[src/rtl/bit_serializer.sv]
`default_nettype none
// ============================================================================
// Module      : bit_serializer
// Description : Parallel-to-serial feeder for the sequence-detector FSM.
//               Accepts a WIDTH-bit word over a valid/ready handshake and
//               emits it one bit per clock on w, qualified by w_valid, with a
//               done pulse on the last bit. Words may run back-to-back, or be
//               separated by a fixed number of idle (GAP) cycles.
// Ports       : clk        - rising-edge clock
//               reset_n    - synchronous active-low reset
//               data_in    - parallel word, captured on the accept edge
//               data_valid - producer offers a word
//               data_ready - a word can be accepted this cycle
//               w          - serial bit (0 whenever w_valid is 0)
//               w_valid    - w carries a payload bit
//               busy       - FSM is not idle
//               done       - pulse coincident with the last bit of a word
// Revision    : 1.0 - initial release
// ============================================================================
module bit_serializer #(
  parameter int WIDTH     = 8,     // 2..32
  parameter bit MSB_FIRST = 1'b1,
  parameter int GAP       = 0      // 0..15
) (
  input  logic             clk,
  input  logic             reset_n,
  input  logic [WIDTH-1:0] data_in,
  input  logic             data_valid,
  output logic             data_ready,
  output logic             w,
  output logic             w_valid,
  output logic             busy,
  output logic             done
);

  localparam int                CW         = $clog2(WIDTH);
  localparam logic [CW-1:0]     c_LAST_BIT = CW'(WIDTH - 1);
  localparam bit                c_HAS_GAP  = (GAP > 0);
  localparam logic [3:0]        c_GAP_LAST = (GAP > 0) ? 4'(GAP - 1) : 4'd0;

  typedef enum logic [1:0] {
    S_IDLE  = 2'd0,
    S_SHIFT = 2'd1,
    S_GAP   = 2'd2
  } state_t;

  state_t           state_q, state_d;
  logic [WIDTH-1:0] shreg_q, shreg_d;
  logic [CW-1:0]    bitcnt_q, bitcnt_d;
  logic [3:0]       gapcnt_q, gapcnt_d;

  logic w_q, w_d;
  logic w_valid_q, w_valid_d;
  logic done_q, done_d;
  logic ready_q, ready_d;
  logic busy_q, busy_d;

  logic             w_transfer;
  logic [WIDTH-1:0] w_shifted;
  logic             w_next_head;

  assign w_transfer = data_valid && ready_q;

  // Bit-order selection: shift direction and which end is the head bit.
  // The head is taken from the next shifter value because w is registered
  // and must show the bit that belongs to the coming cycle.
  generate
    if (MSB_FIRST) begin : g_msb_first
      assign w_shifted   = {shreg_q[WIDTH-2:0], 1'b0};
      assign w_next_head = shreg_d[WIDTH-1];
    end else begin : g_lsb_first
      assign w_shifted   = {1'b0, shreg_q[WIDTH-1:1]};
      assign w_next_head = shreg_d[0];
    end
  endgenerate

  // --------------------------------------------------------------------------
  // Next-state logic
  // --------------------------------------------------------------------------
  always_comb begin
    state_d  = state_q;
    shreg_d  = shreg_q;
    bitcnt_d = bitcnt_q;
    gapcnt_d = gapcnt_q;
    case (state_q)
      S_IDLE: begin
        if (w_transfer) begin
          state_d  = S_SHIFT;
          shreg_d  = data_in;
          bitcnt_d = '0;
        end
      end
      S_SHIFT: begin
        if (bitcnt_q == c_LAST_BIT) begin
          if (c_HAS_GAP) begin
            state_d  = S_GAP;
            gapcnt_d = 4'd0;
            shreg_d  = '0;
            bitcnt_d = '0;
          end else if (w_transfer) begin
            // Back-to-back reload keeps w_valid continuous.
            shreg_d  = data_in;
            bitcnt_d = '0;
          end else begin
            state_d  = S_IDLE;
            shreg_d  = '0;
            bitcnt_d = '0;
          end
        end else begin
          shreg_d  = w_shifted;
          bitcnt_d = bitcnt_q + 1'b1;
        end
      end
      S_GAP: begin
        if (gapcnt_q == c_GAP_LAST) begin
          state_d  = S_IDLE;
          gapcnt_d = 4'd0;
        end else begin
          gapcnt_d = gapcnt_q + 4'd1;
        end
      end
      default: begin
        state_d  = S_IDLE;
        shreg_d  = '0;
        bitcnt_d = '0;
        gapcnt_d = 4'd0;
      end
    endcase
  end

  // --------------------------------------------------------------------------
  // Registered outputs are derived from the next state so they line up with
  // the state they describe.
  // --------------------------------------------------------------------------
  always_comb begin
    w_valid_d = (state_d == S_SHIFT);
    w_d       = w_valid_d && w_next_head;
    done_d    = w_valid_d && (bitcnt_d == c_LAST_BIT);
    busy_d    = (state_d != S_IDLE);
    ready_d   = (state_d == S_IDLE) || (done_d && !c_HAS_GAP);
  end

  always_ff @(posedge clk) begin
    if (!reset_n) begin
      state_q   <= S_IDLE;
      shreg_q   <= '0;
      bitcnt_q  <= '0;
      gapcnt_q  <= 4'd0;
      w_q       <= 1'b0;
      w_valid_q <= 1'b0;
      done_q    <= 1'b0;
      busy_q    <= 1'b0;
      ready_q   <= 1'b1;
    end else begin
      state_q   <= state_d;
      shreg_q   <= shreg_d;
      bitcnt_q  <= bitcnt_d;
      gapcnt_q  <= gapcnt_d;
      w_q       <= w_d;
      w_valid_q <= w_valid_d;
      done_q    <= done_d;
      busy_q    <= busy_d;
      ready_q   <= ready_d;
    end
  end

  assign data_ready = ready_q;
  assign w          = w_q;
  assign w_valid    = w_valid_q;
  assign busy       = busy_q;
  assign done       = done_q;

endmodule
`default_nettype wire

[config.mk]
export PLATFORM = sky130hd
export DESIGN_NAME = bit_serializer
export DESIGN_NICKNAME = d
export VERILOG_FILES = /design/src/rtl/bit_serializer.sv
export SDC_FILE = /design/constraint.sdc
export NUM_CORES = 1
export LEC_CHECK = 0
export ABC_AREA = 1
export CAP_MARGIN = 40
export CELL_PAD_IN_SITES_DETAIL_PLACEMENT = 0
export CELL_PAD_IN_SITES_GLOBAL_PLACEMENT = 1
export CORE_ASPECT_RATIO = 1.75
export CORE_UTILIZATION = 33
export DETAILED_ROUTE_END_ITERATION = 8
export PLACE_DENSITY = 0.79
export SETUP_SLACK_MARGIN = 0.1
export SLEW_MARGIN = 20
export SYNTH_ARGS = -nofsm -noshare
export SYNTH_HDL_FRONTEND = slang
export SYNTH_SLANG_ARGS = --single-unit
[constraint.sdc]
create_clock -name clk -period 1.4 [get_ports clk]
set_clock_uncertainty 0.05 [all_clocks]
set_input_delay 0.21 -clock clk [delete_from_list [all_inputs] [get_ports clk]]
set_output_delay 0.21 -clock clk [all_outputs]
set_load 0.1 [all_outputs]
==> impl_metrics.yaml <==
place:
  io_buffer_count: 15
  hpwl_um: 1707
  place_congestion: 0.8590
final_layout:
  drive_above_1_share_pct: 28.40
  area_delta_synth_final_pct: 40.02
  n_antenna_cell: 0
  final_nets: 178
synthesis:
  synth_top_family_by_area: "simple AND/OR/NAND/NOR gates"
  synthAdderAreaFrac_pct: 4.896
  synth_cell_type_count: 24
  synth_compound_area_share_pct: 8.446
  yosys.area.top_type: "dfxtp_1"
  syn_area_per_cell_um2: 7.462
  yosys.area_share.simple_pct: 33.78
  synthesis.area_mm2: 0.001022
  yosysWarningCount: 0
  syn_inst: 137
  synth_nets: 152
  ys_seq_area_share_pct: 43.08
  yosys-top-cells-area: "dfxtp_1 (43%), nand2_1 (12%), nand3_1 (6.9%), nor2_1 (5.1%), ha_1 (4.9%)"
  synth_xor_area_share_pct: 1.714
  synth_top_cell_area_share_pct: 43.08
  synth.area.mux_share_pct: 0
  synth-seq-cells: 22
sta:
  setup-tns-final_ns: 0
  whs_ns: 0.4133
  finalHoldViolations: 0
  worstMarginPinSlew_ns: 0.2371
  drv_slew: 0
  relSlewSlack_pct: 84.17
  setup_violations: 0
  max_clock_freq_ghz: 0.7601
  layout_min_cycle_time_ns: 1.316
  finalCritPeriodShare_pct: 93.97
  rsz0062_at_grt: "true"
clocking:
  clk_path_buf_depth: 2
  clk_pin_slew_ns: 0.08
  cts_hold_buf: 0
  cts_tree: "built"
  h-tree-depth: 1
  cts_root_buffer: "clkbuf_8"
  numCtsBuffers: 3
  cts.sinks: 22
  clock_latency_ns: 0.26
critical_path:
  cp_top_family: "flip-flops"
  path_cells: "ha_4, ha_4, inv_4, nand2_4, inv_4, nand2_2, nand2_2, nand2_4, o21ai_2, nand2_1"
  arrival_ns: 1.42
  critPathKind: "reg2reg"
  cp-end-kind: "flip-flop"
  start_kind: "flip-flop"
  critPathMaxFanout: 4
  cpPeakStageDelay_ns: 0.34
  crit_required_ns: 1.51
  regToRegSetupSlack_ns: 0.08
  cp_num_buf_inv: 2
  cpMaxStageDelayCell: "dfxtp_2"
drt:
  drtIter0Drc: 28
  drc: 1
  via_count: 922
  first_pass_iters: 6
  vias_per_cell: 4.853
  wl_um: 2145
  wl_per_cell_um: 11.29
  antenna_left: 0
grt:
  grt_pass1_wl_um: 3512
  grt_max_degree: 13
  first_global_vias: 822
  grtUsageTotal_pct: 14.49
  grt-ovfl-total: 0
  grt_antenna_before_repair: 0
outcome:
  violations: "design-rule violations"
  status: "complete, but fails checks"
floorplan:
  dieArea_mm2: 0.003333
  fp-row-count: 26
  fp.dieH_um: 75.63
  die_x_um: 44.07
  start_util_pct: 34.91
  core_area_mm2: 0.002928
  io_pins: 16
power_and_ir_drop:
  ir_drop_v: 0.0004380
  cellLeakagePower_nw: 0.6674
  total_power_mw: 1.404
  power-per-cell-area_mw_per_mm2: 981.1
flow_run:
  max_cap_viol_count: 0
hold_path:
  hp-class: "reg2reg"
[registers in the layout, summed over array words and instances, names as in the netlist]
name and cells:
data_ready 1, gapcnt_q 4, w_valid 1, state_q 2, busy 1, done 1, w 1, bitcnt_q 3
shreg_q 8
[kinds of logic (layout without fill, tap and decap cells)]
group,Yosys count,count (layout)
simple gates,73,73
buf+inv,21,46
flops,22,22
compound gates,15,15
xor+xnor,2,2
fa+ha+maj,4,4
[timing repair]
| action | 4_1_cts | 5_1_grt |
|---|---|---|
| setup endpoints to repair | 13 | 13 |
| gates cloned | 0 | 0 |
| gates resized for setup | 5 | 8 |
| setup buffers | 1 | 0 |
| hold endpoints to repair | 0 | 0 |
| pin swaps | 2 | 3 |
[metal layers]
metal	wire length, um	vias to the layer above	GRT usage [%]	share of wire [%]
li1	-	484	-	-
met2	1209	10	27.29	56
met1	850	424	14.99	40
met4	39	0	8.081	1.8
met3	44	4	1.659	2.1
met5	0	-	0	0
[power by group]
group,leakage (nW),switching (mW),internal [mW]
registers,0.181,0.0288,0.662
clock network,0.0228,0.198,0.203
logic,0.463,0.181,0.132
total,0.667,0.408,0.996
[layout make-up]
cell class | count | area [um2]
fill | 285 | 1496
multi-input combinational | 94 | 564.3
sequential | 22 | 446.7
timing repair buffer | 23 | 264.0
inverter | 19 | 76.32
clock buffer | 4 | 45.04
tap | 28 | 35.03
[worst register-to-register path, stage by stage (launching register included)]
cell and delay [ns]:
dfxtp_2 0.34, ha_4 0.16, ha_4 0.16, inv_4 0.05, nand2_4 0.06, inv_4 0.08, nand2_2 0.05, nand2_2 0.07
nand2_4 0.07, o21ai_2 0.07, nand2_1 0.05
[cells in the final DEF (no fill, tap or decap), drive strengths merged]
cell type	instances
o211ai	1
o21ai	10
clkbuf	4
ha	4
clkdlybuf4s50	10
buf	13
inv	19
and3	1
nand2	37
nor3	1
a31oi	1
xor2	2
nor3b	1
a21oi	3
nor2	18
nand3	15
dfxtp	22
[worst paths after layout]
path                     from          to  depth (start not counted)
hold reg to reg    shreg_q[0]  shreg_q[0]                          2
setup reg to reg  bitcnt_q[0]  data_ready                         10
hold / removal     shreg_q[0]  shreg_q[0]                          2
setup / recovery  bitcnt_q[0]  data_ready                         10
[metrics by stage]
| step | setup slack [ns] | area (um2) | utilization (%) | std cells |
|---|---|---|---|---|
| 6_report | 0.08445 | 1431 | 48.89 | 190 |
| 5_1_grt | 0.01178 | 1431 | 48.89 | 190 |
| 4_1_cts | 0.05878 | 1400 | 47.82 | 190 |
| 3_5_place_dp | -0.04411 | 1319 | 45.04 | 185 |
| 3_3_place_gp | -0.03033 | 1319 | 45.04 | 185 |
| 2_1_floorplan | 0.1152 | 1042 | - | 137 |
[synthesized netlist by cell type, drive strengths merged]
cell / number
a31oi: 1
nand3: 15
and3: 1
o21ai: 10
nor3: 1
ha: 4
a21oi: 3
inv: 19
o211ai: 1
nor3b: 1
buf: 1
xor2: 2
nor2: 18
dfxtp: 22
nand2: 37
clkbuf: 1
(Power assumes the default switching activity.)
